--- src/rtl/fw_axi_pkg.sv ---
// Shared AXI constants and the write-router state type used by the FIFO routers.
package fw_axi_pkg;

    localparam logic [1:0] AXI_RESP_OKAY   = 2'b00;
    localparam logic [1:0] AXI_RESP_SLVERR = 2'b10;

    typedef enum logic [1:0] {
        RTR_INIT = 2'd0,
        RTR_IDLE = 2'd1,
        RTR_DATA = 2'd2,
        RTR_RESP = 2'd3
    } wr_rtr_state_e;

endpackage

--- src/rtl/axi_wr_fifo_router_if.sv ---
// AXI4 write-only channel bundle (AW, W, B) between the interconnect and the router.
interface axi_wr_fifo_router_if #(
    parameter int DATA_W = 32,
    parameter int ID_W   = 4
) ();
    localparam int STRB_W = DATA_W / 8;

    logic [ID_W-1:0]   s_awid;
    logic [31:0]       s_awaddr;
    logic [7:0]        s_awlen;
    logic              s_awvalid;
    logic              s_awready;
    logic [DATA_W-1:0] s_wdata;
    logic [STRB_W-1:0] s_wstrb;
    logic              s_wlast;
    logic              s_wvalid;
    logic              s_wready;
    logic [ID_W-1:0]   s_bid;
    logic [1:0]        s_bresp;
    logic              s_bvalid;
    logic              s_bready;

    modport slave (
        input  s_awid, s_awaddr, s_awlen, s_awvalid,
        output s_awready,
        input  s_wdata, s_wstrb, s_wlast, s_wvalid,
        output s_wready,
        output s_bid, s_bresp, s_bvalid,
        input  s_bready
    );

    modport master (
        output s_awid, s_awaddr, s_awlen, s_awvalid,
        input  s_awready,
        output s_wdata, s_wstrb, s_wlast, s_wvalid,
        input  s_wready,
        input  s_bid, s_bresp, s_bvalid,
        output s_bready
    );

endinterface

--- src/rtl/fw_idx_counter.sv ---
// Message index counter: clear has priority, increments wrap from all-ones back to zero.
module fw_idx_counter #(
    parameter int IDX_W = 10
) (
    input  logic             clk,
    input  logic             reset,
    input  logic             clr_i,
    input  logic             inc_i,
    output logic [IDX_W-1:0] idx_o
);

    localparam logic [IDX_W-1:0] IDX_MAX = '1;

    logic [IDX_W-1:0] idx_q, idx_d;

    always_comb begin
        idx_d = idx_q;
        if (clr_i) begin
            idx_d = '0;
        end else if (inc_i) begin
            idx_d = (idx_q == IDX_MAX) ? '0 : idx_q + 1'b1;
        end
    end

    always_ff @(posedge clk) begin
        if (reset) begin
            idx_q <= '0;
        end else begin
            idx_q <= idx_d;
        end
    end

    assign idx_o = idx_q;

endmodule

--- src/rtl/axi_wr_fifo_router.sv ---
// AXI4 write slave that routes each burst's beats to one of NUM_CH push FIFOs,
// tagging them with a message index that advances once per LAST-flagged burst.
module axi_wr_fifo_router
    import fw_axi_pkg::*;
#(
    parameter int DATA_W = 32,
    parameter int ID_W   = 4,
    parameter int NUM_CH = 2,
    parameter int IDX_W  = 10,
    parameter int CH_LSB = 4
) (
    input  logic                  clk,
    input  logic                  reset,
    axi_wr_fifo_router_if.slave   s_axi,
    input  logic [NUM_CH-1:0]     ch_full,
    output logic [NUM_CH-1:0]     ch_clr,
    output logic [NUM_CH-1:0]     ch_push,
    output logic [DATA_W-1:0]     push_data,
    output logic [DATA_W/8-1:0]   push_strb,
    output logic [IDX_W-1:0]      push_index,
    output logic                  push_last
);

    localparam logic [4:0] NUM_CH_V = 5'(NUM_CH);

    wr_rtr_state_e   state_q, state_d;
    logic [ID_W-1:0] awid_q, awid_d;
    logic [3:0]      sel_q, sel_d;
    logic            last_flag_q, last_flag_d;
    logic [7:0]      count_q, count_d;
    logic            err_q, err_d;
    logic            err_wlast_q, err_wlast_d;

    logic            awready_c, wready_c, bvalid_c, clr_c;
    logic [1:0]      bresp_c;
    logic            push_en, beat_last, idx_clr, idx_inc;
    logic [3:0]      aw_sel;
    logic [NUM_CH-1:0] sel_onehot;
    logic            full_sel;
    logic            unused_addr;

    assign aw_sel      = s_axi.s_awaddr[CH_LSB+3:CH_LSB];
    assign unused_addr = ^s_axi.s_awaddr;

    for (genvar gi = 0; gi < NUM_CH; gi++) begin : g_sel
        assign sel_onehot[gi] = (sel_q == 4'(gi));
    end

    // An out-of-range select never matches a channel, so its full flag reads as 0.
    assign full_sel = |(ch_full & sel_onehot);

    always_comb begin
        state_d     = state_q;
        awid_d      = awid_q;
        sel_d       = sel_q;
        last_flag_d = last_flag_q;
        count_d     = count_q;
        err_d       = err_q;
        err_wlast_d = err_wlast_q;
        awready_c   = 1'b0;
        wready_c    = 1'b0;
        bvalid_c    = 1'b0;
        bresp_c     = AXI_RESP_OKAY;
        clr_c       = 1'b0;
        push_en     = 1'b0;
        beat_last   = 1'b0;
        idx_clr     = 1'b0;
        idx_inc     = 1'b0;
        if (!reset) begin
            case (state_q)
                RTR_INIT: begin
                    clr_c   = 1'b1;
                    idx_clr = 1'b1;
                    state_d = RTR_IDLE;
                end
                RTR_IDLE: begin
                    awready_c = 1'b1;
                    if (s_axi.s_awvalid) begin
                        awid_d      = s_axi.s_awid;
                        sel_d       = aw_sel;
                        last_flag_d = s_axi.s_awaddr[0];
                        count_d     = s_axi.s_awlen;
                        err_d       = ({1'b0, aw_sel} >= NUM_CH_V);
                        err_wlast_d = 1'b0;
                        state_d     = RTR_DATA;
                    end
                end
                RTR_DATA: begin
                    wready_c  = err_q | ~full_sel;
                    beat_last = (count_q == 8'd0);
                    if (s_axi.s_wvalid && wready_c) begin
                        push_en = ~err_q;
                        // The burst length from AW is authoritative; wlast only flags errors.
                        if (s_axi.s_wlast != beat_last) begin
                            err_wlast_d = 1'b1;
                        end
                        if (beat_last) begin
                            idx_inc = last_flag_q & ~err_q;
                            state_d = RTR_RESP;
                        end else begin
                            count_d = count_q - 8'd1;
                        end
                    end
                end
                RTR_RESP: begin
                    bvalid_c = 1'b1;
                    bresp_c  = (err_q | err_wlast_q) ? AXI_RESP_SLVERR : AXI_RESP_OKAY;
                    if (s_axi.s_bready) begin
                        state_d = RTR_IDLE;
                    end
                end
                default: state_d = RTR_INIT;
            endcase
        end
    end

    always_ff @(posedge clk) begin
        if (reset) begin
            state_q     <= RTR_INIT;
            awid_q      <= '0;
            sel_q       <= '0;
            last_flag_q <= 1'b0;
            count_q     <= '0;
            err_q       <= 1'b0;
            err_wlast_q <= 1'b0;
        end else begin
            state_q     <= state_d;
            awid_q      <= awid_d;
            sel_q       <= sel_d;
            last_flag_q <= last_flag_d;
            count_q     <= count_d;
            err_q       <= err_d;
            err_wlast_q <= err_wlast_d;
        end
    end

    fw_idx_counter #(
        .IDX_W (IDX_W)
    ) u_idx (
        .clk   (clk),
        .reset (reset),
        .clr_i (idx_clr),
        .inc_i (idx_inc),
        .idx_o (push_index)
    );

    assign s_axi.s_awready = awready_c;
    assign s_axi.s_wready  = wready_c;
    assign s_axi.s_bvalid  = bvalid_c;
    assign s_axi.s_bresp   = bresp_c;
    assign s_axi.s_bid     = awid_q;

    assign ch_clr    = {NUM_CH{clr_c}};
    assign ch_push   = push_en ? sel_onehot : '0;
    assign push_data = s_axi.s_wdata;
    assign push_strb = s_axi.s_wstrb;
    assign push_last = push_en & last_flag_q & beat_last;

endmodule
--- src/flat_wrapper.sv ---
// flat-port wrapper written by rule: the top's interface ports become plain ports
module axi_wr_fifo_router_flat import fw_axi_pkg::*;
#(
    parameter int DATA_W = 32,
    parameter int ID_W   = 4,
    parameter int NUM_CH = 2,
    parameter int IDX_W  = 10,
    parameter int CH_LSB = 4
)
  (clk, reset, ch_full, ch_clr, ch_push, push_data, push_strb, push_index, push_last, s_axi_s_awid, s_axi_s_awaddr, s_axi_s_awlen, s_axi_s_awvalid, s_axi_s_awready, s_axi_s_wdata, s_axi_s_wstrb, s_axi_s_wlast, s_axi_s_wvalid, s_axi_s_wready, s_axi_s_bid, s_axi_s_bresp, s_axi_s_bvalid, s_axi_s_bready);
  axi_wr_fifo_router_if #(.DATA_W(DATA_W), .ID_W(ID_W)) s_axi_i ();
  input  logic clk;
  input  logic reset;
  input  logic [NUM_CH-1:0] ch_full;
  output logic [NUM_CH-1:0] ch_clr;
  output logic [NUM_CH-1:0] ch_push;
  output logic [DATA_W-1:0] push_data;
  output logic [DATA_W/8-1:0] push_strb;
  output logic [IDX_W-1:0] push_index;
  output logic push_last;
  input wire logic [$bits(s_axi_i.s_awid)-1:0] s_axi_s_awid;
  input wire logic [$bits(s_axi_i.s_awaddr)-1:0] s_axi_s_awaddr;
  input wire logic [$bits(s_axi_i.s_awlen)-1:0] s_axi_s_awlen;
  input wire logic [$bits(s_axi_i.s_awvalid)-1:0] s_axi_s_awvalid;
  output wire logic [$bits(s_axi_i.s_awready)-1:0] s_axi_s_awready;
  input wire logic [$bits(s_axi_i.s_wdata)-1:0] s_axi_s_wdata;
  input wire logic [$bits(s_axi_i.s_wstrb)-1:0] s_axi_s_wstrb;
  input wire logic [$bits(s_axi_i.s_wlast)-1:0] s_axi_s_wlast;
  input wire logic [$bits(s_axi_i.s_wvalid)-1:0] s_axi_s_wvalid;
  output wire logic [$bits(s_axi_i.s_wready)-1:0] s_axi_s_wready;
  output wire logic [$bits(s_axi_i.s_bid)-1:0] s_axi_s_bid;
  output wire logic [$bits(s_axi_i.s_bresp)-1:0] s_axi_s_bresp;
  output wire logic [$bits(s_axi_i.s_bvalid)-1:0] s_axi_s_bvalid;
  input wire logic [$bits(s_axi_i.s_bready)-1:0] s_axi_s_bready;
  assign s_axi_i.s_awid = s_axi_s_awid;
  assign s_axi_i.s_awaddr = s_axi_s_awaddr;
  assign s_axi_i.s_awlen = s_axi_s_awlen;
  assign s_axi_i.s_awvalid = s_axi_s_awvalid;
  assign s_axi_s_awready = s_axi_i.s_awready;
  assign s_axi_i.s_wdata = s_axi_s_wdata;
  assign s_axi_i.s_wstrb = s_axi_s_wstrb;
  assign s_axi_i.s_wlast = s_axi_s_wlast;
  assign s_axi_i.s_wvalid = s_axi_s_wvalid;
  assign s_axi_s_wready = s_axi_i.s_wready;
  assign s_axi_s_bid = s_axi_i.s_bid;
  assign s_axi_s_bresp = s_axi_i.s_bresp;
  assign s_axi_s_bvalid = s_axi_i.s_bvalid;
  assign s_axi_i.s_bready = s_axi_s_bready;
  axi_wr_fifo_router #(.DATA_W(DATA_W), .ID_W(ID_W), .NUM_CH(NUM_CH), .IDX_W(IDX_W), .CH_LSB(CH_LSB)) u_core (.clk(clk), .reset(reset), .s_axi(s_axi_i), .ch_full(ch_full), .ch_clr(ch_clr), .ch_push(ch_push), .push_data(push_data), .push_strb(push_strb), .push_index(push_index), .push_last(push_last));
endmodule
--- config.mk ---
export PLATFORM = sky130hd
export DESIGN_NAME = axi_wr_fifo_router_flat
export DESIGN_NICKNAME = d
export VERILOG_FILES = /design/src/rtl/fw_axi_pkg.sv /design/src/rtl/axi_wr_fifo_router_if.sv /design/src/rtl/fw_idx_counter.sv /design/src/rtl/axi_wr_fifo_router.sv /design/src/flat_wrapper.sv
export SDC_FILE = /design/constraint.sdc
export NUM_CORES = 1
export LEC_CHECK = 0
export CAP_MARGIN = 10
export CORE_UTILIZATION = 39
export CTS_BUF_LIST = sky130_fd_sc_hd__clkbuf_8
export DETAILED_ROUTE_END_ITERATION = 12
export GPL_ROUTABILITY_DRIVEN = 0
export GPL_TIMING_DRIVEN = 0
export PLACE_DENSITY = 0.85
export SLEW_MARGIN = 20
export SYNTH_ARGS = -nofsm -noshare
export SYNTH_HDL_FRONTEND = slang
export SYNTH_SLANG_ARGS = --single-unit
--- constraint.sdc ---
create_clock -name clk -period 4.3 [get_ports clk]
set_input_delay 0.86 -clock clk [delete_from_list [all_inputs] [get_ports clk]]
set_output_delay 0.86 -clock clk [all_outputs]
set_load 0.01 [all_outputs]
==> results.cfg, run 1 <==
[yosys]
synthTopCellsByArea = dfxtp_1 (29%), buf_4 (14%), nand2_1 (5.5%)
synth.distinct_cells = 53
ys.flop_type = dfxtp_1
syn-num-nets = 367
synth_cells = 271
synth_top_area_share_pct = 29.1
async_flop_share_pct = 0
synth_area_leader_cell = dfxtp_1
synth_seq_cells = 31
synth_edf_count = 0
syn-cell-area_um2 = 2130
ys_seq_area_share_pct = 29.1
syn_area_per_cell_um2 = 7.86
synth_warnings = 0

[floorplanning]
dieArea_um2 = 5760
num_rows = 26
io_pins = 148
initial_utilization_pct = 41.2
fp.dieH_um = 75.9
die_w_um = 75.9
coreArea_um2 = 5170

[setup_path]
cp_slowest_cell = clkdlybuf4s50_1
startpoint = reset
crit_required_ns = 3.44
reg2reg_from = u_core.state_q[0]
cp-end-kind = primary output
crit_arrival_ns = 2.97
cp_max_fo = 9
path_common_cell = clkdlybuf4s50_1
cp_cell_sequence = clkdlybuf4s50_1 > and4bb_2 > o21a_1 > nand3_1 > inv_1 > clkdlybuf4s50_1
slowest_delay_ns = 0.57
path_class = in -> out
start_kind = input port

[timing]
grt_setup_unrepaired = false
fin_crit_sh_pct = 89.1
worst_pin_slew_ns = 0.548
setup_viol = 0
drv_slew = 0
period_needed_ns = 3.83
slew_headroom_pct = 63.5
fin_skew_ns = 0.00713
finalHoldViolCount = 0
setup_slack_ns = 0.468
fmax_mhz = 261
tns_ns = 0

[cts]
cts_sinks = 31
cts_resized = 0
cts_hold_buf = 0
cts_tree = done
clk_latency_ns = 0.28
cts_made_buffers = 5
htreeDepth = 2
clkTransAtPathRegs_ns = 0.06
post-cts-setup-buffers = 0
clock_path_buffers = 2
cts-root-buf = clkbuf_8

[routing]
drt-total-wl_um = 5390
drtIter0Drc = 118
first_pass_iters = 4
route.detailed.drc = 0
wl_per_cell_um = 12.5
ant_nets = 0
vias = 2240
avgViaCountPerCell = 5.20

[global_route]
met1_usage_pct = 22.4
grt_use_met3_pct = 6.02
grt_first_pass_wirelength_um = 9180
grt_max_degree = 11
overflow = 0
grtUsageMet2_pct = 32.5
grt_usage_pct = 19.0
busiest_layer = met2
antenna_found_initial = 0
grt_pass1_vias = 2128

[layout]
nNetsFinal = 457
syn_to_final_growth_pct = 47.2
n_antenna_cell = 0
drive_above_1_share_pct = 15.8

[pwr]
p_per_area_nw_per_um2 = 409
p_clk_share_pct = 17.9
pwr-share-comb_pct = 52.6
p_seq_share_pct = 29.5
p_leak_nw = 1.22
intPower_w = 0.000779
switchingPower_w = 0.000505
p_sw_share_pct = 39.3
ir_worst_vdd_v = 0.000317

[run]
maxCapViolCount = 0

[placed_design]
port_buffers = 83
dp_hpwl_um = 4240
pre_cts_ws_ns = 0.481

[worst_hold_path]
worstHoldStart = u_core.sel_q[3]
min_path_type = reg -> reg

[run_status]
status = finished, final reports clean
## synthesized netlist by cell type, types with 2 or more instances
cell / instances
a211oi_1: 3
buf_4: 39
inv_1: 11
buf_6: 2
or3_1: 2
nand3_1: 10
nor2b_1: 3
or4_1: 2
dfxtp_1: 31
a21oi_1: 22
nor3_1: 9
nand2_1: 31
mux2i_1: 6
nand4_1: 4
nor2_1: 19
nor4_1: 4
o22ai_1: 3
o21ai_0: 6
o21a_1: 3
xnor2_1: 5
a31oi_1: 4
nand2b_1: 2
and4_1: 2
and3_1: 3
clkbuf_1: 7
nand3b_1: 2
o221ai_1: 3
ha_1: 8
## final timing paths
check                                             end  slack [ns]  depth (start not counted)
worst max-delay path                        push_last        0.47                          6
worst min register to register        u_core.sel_q[3]        0.45                          2
worst min-delay path                  u_core.sel_q[3]        0.45                          2
worst max register to register  u_core.u_idx.idx_o[9]        2.04                          7
## worst max-delay path, delay by kind of cell
kind | cells | cell delay [ns]
buf+inv | 3 | 1.34
simple gates | 2 | 0.62
compound gates | 1 | 0.15
## layer usage
metal  share of wire [%]  vias to the layer above
met3                 8.2                        8
met4                 1.1                        0
met1                  43                     1010
li1                    -                     1098
met2                  47                      124
met5                   0                        -
## state kept, by name (all words and copies together), names as in the netlist
name,flops
u_core.u_idx.idx_o,10
u_core.count_q,8
u_core.s_axi.s_bid,4
u_core.sel_q,4
u_core.state_q,2
u_core.err_q,1
u_core.err_wlast_q,1
u_core.last_flag_q,1
## kinds of logic after synthesis
group | synth area share (%)
adders and majority gates | 4.70
buffers and inverters | 18.4
and+or+nand+nor | 24.6
muxes | 2.82
xor gates and xnor gates | 2.06
other | 0.176
DFF | 29.1
AOI/OAI and AO/OA | 18.1
## power groups by stage
stage               registers (W)  logic [W]  clock network (W)
CTS                      0.000377   0.000677           0.000238
finish                   0.000379   0.000675           0.000230
floorplan                0.000375   0.000478                  0
detailed placement       0.000383   0.000673                  0
global route             0.000384   0.000746           0.000248
global placement         0.000380   0.000663                  0
## placed cells by master (no fill, tap or decap), drive strengths merged, types with 2 or more instances in the layout
| cell type | count |
|---|---|
| nor2 | 19 |
| mux2i | 6 |
| o221ai | 3 |
| a31oi | 4 |
| buf | 43 |
| a21oi | 22 |
| nand4 | 4 |
| o21a | 3 |
| o21ai | 6 |
| or3 | 2 |
| o31a | 2 |
| and3 | 3 |
| nor2b | 3 |
| nor4 | 4 |
| nand2 | 31 |
| and4 | 2 |
| a211oi | 3 |
| or4 | 3 |
| nand3 | 10 |
| clkdlybuf4s50 | 83 |
| nand2b | 2 |
| ha | 8 |
| nand3b | 2 |
| inv | 11 |
| clkbuf | 13 |
| o22ai | 3 |
| dfxtp | 31 |
| nor3 | 9 |
| xnor2 | 5 |
## through the flow
stage / power (W) / hold slack [ns] / cell area [um^2] / std cells / utilization, %
2_1_floorplan: 0.000852 / 0.431 / 2130 / 271 / -
3_3_place_gp: 0.00104 / 0.439 / 3050 / 424 / 59.0
3_5_place_dp: 0.00106 / 0.447 / 3050 / 424 / 59.0
4_1_cts: 0.00129 / 0.454 / 3140 / 431 / 60.6
5_1_grt: 0.00138 / 0.489 / 3140 / 431 / 60.6
6_report: 0.00128 / 0.451 / 3140 / 431 / 60.6
## final cells by class
type                       instances  area [um^2]
fill                             447         2040
multi-input combinational        179         1120
timing repair buffer              83          831
sequential                        31          621
buffer                            50          350
tap                               70         87.6
clock buffer                       6         82.6
inverter                          11         41.3
clock inverter                     1         5.00
Power figures use the tool's default switching activity.
==> run 2, diff against run 1 <==
--- a/config.mk
+++ b/config.mk
@@ -11,7 +11,7 @@
 export DETAILED_ROUTE_END_ITERATION = 12
 export GPL_ROUTABILITY_DRIVEN = 0
 export GPL_TIMING_DRIVEN = 0
-export PLACE_DENSITY = 0.85
+export PLACE_DENSITY_LB_ADDON = 0.25
 export SLEW_MARGIN = 20
 export SYNTH_ARGS = -nofsm -noshare
 export SYNTH_HDL_FRONTEND = slang
==> run 2 against run 1 <==
  * Flip-flop and latch count is the same
  * Cell count unchanged
  * Critical path depth unchanged
  * Utilization stayed put
  * Critical path type unchanged
  * Clock power grew 3%
  * Largest cell class unchanged
==> results.cfg, run 2 (synthesis results as in run 1) <==
[cts]
post-cts-setup-buffers = 0
cts_hold_buf = 0
clock_path_buffers = 2
cts_sinks = 31
clkTransAtPathRegs_ns = 0.06
clk_latency_ns = 0.28
cts_made_buffers = 5
cts_tree = done
cts_resized = 0
cts-root-buf = clkbuf_8
htreeDepth = 2

[pwr]
p_per_area_nw_per_um2 = 412
switchingPower_w = 0.000514
p_clk_share_pct = 18.2
p_sw_share_pct = 39.8
ir_worst_vdd_v = 0.000325
p_leak_nw = 1.22
p_seq_share_pct = 29.3
pwr-share-comb_pct = 52.5
intPower_w = 0.000779
power_w = 0.00129

[global_route]
grt_pass1_vias = 2128
antenna_found_initial = 0
grt_first_pass_wirelength_um = 9280
grt_max_degree = 11
overflow = 0
grt_usage_pct = 19.7

[layout]
nFillCells = 479
final_cell_mix = clkdlybuf4s50_1 (83), buf_4 (39), nand2_1 (31), dfxtp_1 (31), a21oi_1 (22)
final_cells = 431
final_area_um2 = 3140
syn_to_final_growth_pct = 47.2
n_antenna_cell = 0
mostFrequentLayoutCell = clkdlybuf4s50_1
largest_register_ffs = 10
nNetsFinal = 457
drive_above_1_share_pct = 15.8

[floorplanning]
dieArea_um2 = 5760
die_w_um = 75.9
initial_utilization_pct = 41.2
num_rows = 26
coreArea_um2 = 5170
fp.dieH_um = 75.9
io_pins = 148

[setup_path]
cp-end-kind = primary output
path_common_cell = clkdlybuf4s50_1
start_kind = input port
slowest_delay_ns = 0.57
reg2reg_from = u_core.state_q[0]
cp_max_fo = 9
path_class = in -> out
cp_slowest_cell = clkdlybuf4s50_1
crit_required_ns = 3.44
crit_arrival_ns = 2.98
cp_cell_sequence = clkdlybuf4s50_1 > and4bb_2 > o21a_1 > nand3_1 > inv_1 > clkdlybuf4s50_1
startpoint = reset

[timing]
tns_ns = 0
finalHoldViolCount = 0
grt_setup_unrepaired = false
worst_pin_slew_ns = 0.566
drv_slew = 0
hold_ws_ns = 0.451
period_needed_ns = 3.84
fin_crit_sh_pct = 89.3
fin_skew_ns = 0.00436
slew_headroom_pct = 62.3
fmax_mhz = 260
setup_viol = 0

[placed_design]
port_buffers = 83
postPlaceCellArea_um2 = 3050
dp_hpwl_um = 4240
dp.cells = 424

[routing]
ant_nets = 0
wl_per_cell_um = 13.0
route.detailed.drc = 0
drtIter0Drc = 145
vias = 2210
first_pass_iters = 4
drt-total-wl_um = 5610
avgViaCountPerCell = 5.13

[run_status]
status = finished, final reports clean

[worst_hold_path]
worstHoldStart = u_core.sel_q[1]
min_path_type = reg -> reg

[run]
maxCapViolCount = 0
[run 2: critical path: cells and delay by family]
kind | cells | cell delay (ns)
buffers and inverters | 3 | 1.34
AND/OR/NAND/NOR | 2 | 0.64
AO/OA/AOI/OAI | 1 | 0.14
[run 2: layout make-up]
class | count | area [um^2] | area share, %
Multi-Input combinational cell | 179 | 1120 | 35.7
Timing Repair Buffer | 83 | 831 | 26.5
Sequential cell | 31 | 621 | 19.8
Buffer | 50 | 350 | 11.2
Tap cell | 70 | 87.6 | 2.79
Clock buffer | 6 | 82.6 | 2.63
Inverter | 11 | 41.3 | 1.32
Clock inverter | 1 | 5.00 | 0.160
[run 2: path summary, 6_finish.rpt]
check                          end  slack [ns]  cells past startpoint
max                      push_last        0.46                      6
min                u_core.sel_q[1]        0.45                      2
max reg2reg  u_core.u_idx.idx_o[7]        2.02                      7
min reg2reg        u_core.sel_q[1]        0.45                      2
[run 2: power groups by stage]
stage | sequential [W] | combinational (W) | clock, W
after floorplan | 0.000375 | 0.000478 | 0
after global placement | 0.000381 | 0.000665 | 0
after detailed placement | 0.000383 | 0.000674 | 0
after CTS | 0.000377 | 0.000676 | 0.000242
after global routing | 0.000385 | 0.000747 | 0.000255
final | 0.000379 | 0.000679 | 0.000236
[run 2: metal layers]
metal	GRT usage [%]	wire, um	share of wire (%)
met5	0	0	0
met4	7.31	83	1.5
met3	5.54	442	7.9
met2	33.9	2650	47
met1	23.3	2430	43
[run 2: metrics by stage]
stage,util (%),worst slack [ns]
4_1_cts,60.6,0.463
3_3_place_gp,59.0,0.465
6_report,60.6,0.458
5_1_grt,60.6,0.302
2_1_floorplan,-,1.78
3_5_place_dp,59.0,0.482
==> run 3, diff against run 2 <==
--- a/config.mk
+++ b/config.mk
@@ -5,12 +5,14 @@
 export SDC_FILE = /design/constraint.sdc
 export NUM_CORES = 1
 export LEC_CHECK = 0
+export ABC_AREA = 0
 export CAP_MARGIN = 10
 export CORE_UTILIZATION = 39
 export CTS_BUF_LIST = sky130_fd_sc_hd__clkbuf_8
 export DETAILED_ROUTE_END_ITERATION = 12
 export GPL_ROUTABILITY_DRIVEN = 0
 export GPL_TIMING_DRIVEN = 0
+export MAX_ROUTING_LAYER = met4
 export PLACE_DENSITY_LB_ADDON = 0.25
 export SLEW_MARGIN = 20
 export SYNTH_ARGS = -nofsm -noshare
==> run 3 against run 2 <==
  * Clock power barely moved
  * Worst setup slack improved by 0.0029 ns
  * Critical path depth unchanged
  * Fmax is essentially flat
  * Hold slack hardly changed
  * Flip-flop and latch count did not move
  * Routed wire length is 0.34% lower
  * Clock skew is essentially flat
  * Global-route usage increased by 0.57 points
  * Clock-buffer cell count unchanged
  * Utilization stayed put
  * Non-clock buffer count stayed put
  * Largest cell class unchanged
==> results.cfg, run 3 (synthesis results as in run 1) <==
[cts]
clock_path_buffers = 2
cts_made_buffers = 5
clk_latency_ns = 0.29
clkTransAtPathRegs_ns = 0.06
post-cts-setup-buffers = 0
cts_sinks = 31
cts_tree = done
cts-root-buf = clkbuf_8
cts_hold_buf = 0
htreeDepth = 2
cts_resized = 0

[setup_path]
path_buf_inv = 3
path_depth = 6
cp_max_fo = 9
startpoint = reset
path_class = in -> out
reg2reg_slack_ns = 2.03
start_kind = input port
cp_slowest_cell = clkdlybuf4s50_1
cp-end-kind = primary output
crit_end = push_last
crit_arrival_ns = 2.98
crit_family = buffers and inverters
reg2reg_to = u_core.u_idx.idx_o[7]
path_common_cell = clkdlybuf4s50_1
crit_required_ns = 3.44
reg2reg_from = u_core.state_q[0]
reg2regPathDepth = 7
cp_cell_sequence = clkdlybuf4s50_1 > and4bb_2 > o21a_1 > nand3_1 > inv_1 > clkdlybuf4s50_1
slowest_delay_ns = 0.57

[global_route]
grt_first_pass_wirelength_um = 9270
grt_max_degree = 11
grt_pass1_vias = 2135
overflow = 0
antenna_found_initial = 0
grt_usage_pct = 20.3

[pwr]
ir_worst_vdd_v = 0.000324
power_w = 0.00129
p_leak_nw = 1.22
p_per_area_nw_per_um2 = 412

[timing]
hold_ws_ns = 0.451
worst_pin_slew_ns = 0.545
finalHoldViolCount = 0
grt_setup_unrepaired = false
fmax_mhz = 260
fin_skew_ns = 0.00429
drv_slew = 0
period_needed_ns = 3.84
tns_ns = 0
fin_crit_sh_pct = 89.3
setup_viol = 0
slew_headroom_pct = 63.7

[layout]
drive_above_1_share_pct = 15.8
fin_util_pct = 60.6
largest_register_ffs = 10
final_cells = 431
syn_to_final_growth_pct = 47.2
nNetsFinal = 457
final_cell_mix = clkdlybuf4s50_1 (83), buf_4 (39), nand2_1 (31), dfxtp_1 (31), a21oi_1 (22)
mostFrequentLayoutCell = clkdlybuf4s50_1
n_antenna_cell = 0

[routing]
first_pass_iters = 5
wl_per_cell_um = 13.0
route.detailed.drc = 0
drtIter0Drc = 133
avgViaCountPerCell = 5.10
vias = 2200
ant_nets = 0
drt-total-wl_um = 5590

[placed_design]
dp_hpwl_um = 4240
dp.cells = 424
port_buffers = 83

[floorplanning]
initial_utilization_pct = 41.2
coreArea_um2 = 5170
num_rows = 26
io_pins = 148
die_w_um = 75.9
fp.dieH_um = 75.9
dieArea_um2 = 5760

[run]
maxCapViolCount = 0

[worst_hold_path]
min_path_type = reg -> reg
hold_depth = 2

[run_status]
status = finished, final reports clean
[run 3: per-stage QoR]
step           instance area, um^2  worst slack (ns)
2_1_floorplan                 2130              1.78
3_3_place_gp                  3050             0.465
3_5_place_dp                  3050             0.482
4_1_cts                       3140             0.463
5_1_grt                       3140             0.302
6_report                      3140             0.461
[run 3: area by class of cell]
type	instances	area (um^2)
plain buffers	50	350
clock buffers	6	82.6
clock inverters	1	5.00
fillers	479	2040
inverters	11	41.3
multi-input cells	179	1120
flip-flops and latches	31	621
well taps	70	87.6
repair buffers	83	831
[run 3: power by group]
| group | internal [W] | switching (W) | leakage [nW] |
|---|---|---|---|
| logic | 0.000321 | 0.000356 | 0.917 |
| registers | 0.000332 | 0.0000462 | 0.252 |
| clock network | 0.000125 | 0.000110 | 0.0470 |
[run 3: worst min-delay path by stage]
stage	start	endpoint
final	u_core.sel_q[1]	u_core.sel_q[1]
after global routing	u_core.sel_q[1]	u_core.sel_q[1]
after CTS	u_core.sel_q[1]	u_core.sel_q[1]
after detailed placement	u_core.sel_q[1]	u_core.sel_q[1]
after global placement	u_core.s_axi.s_bid[0]	u_core.s_axi.s_bid[0]
after floorplan	u_core.sel_q[2]	u_core.sel_q[2]
[run 3: metal layers]
metal	wire, um	track usage, %	part of all wire (%)
met1	2390	23.3	43
met2	2640	34.0	47
met3	455	5.42	8.1
met4	100	7.31	1.8
met5	0	-	0
[run 3: worst reg2reg max path, delay by kind of cell, from the launching register on]
| family | cells | cell delay, ns |
|---|---|---|
| buf+inv | 1 | 0.09 |
| compound gates | 2 | 0.29 |
| simple gates | 3 | 1.14 |
| flops | 1 | 0.35 |
| fa+ha+maj | 1 | 0.32 |
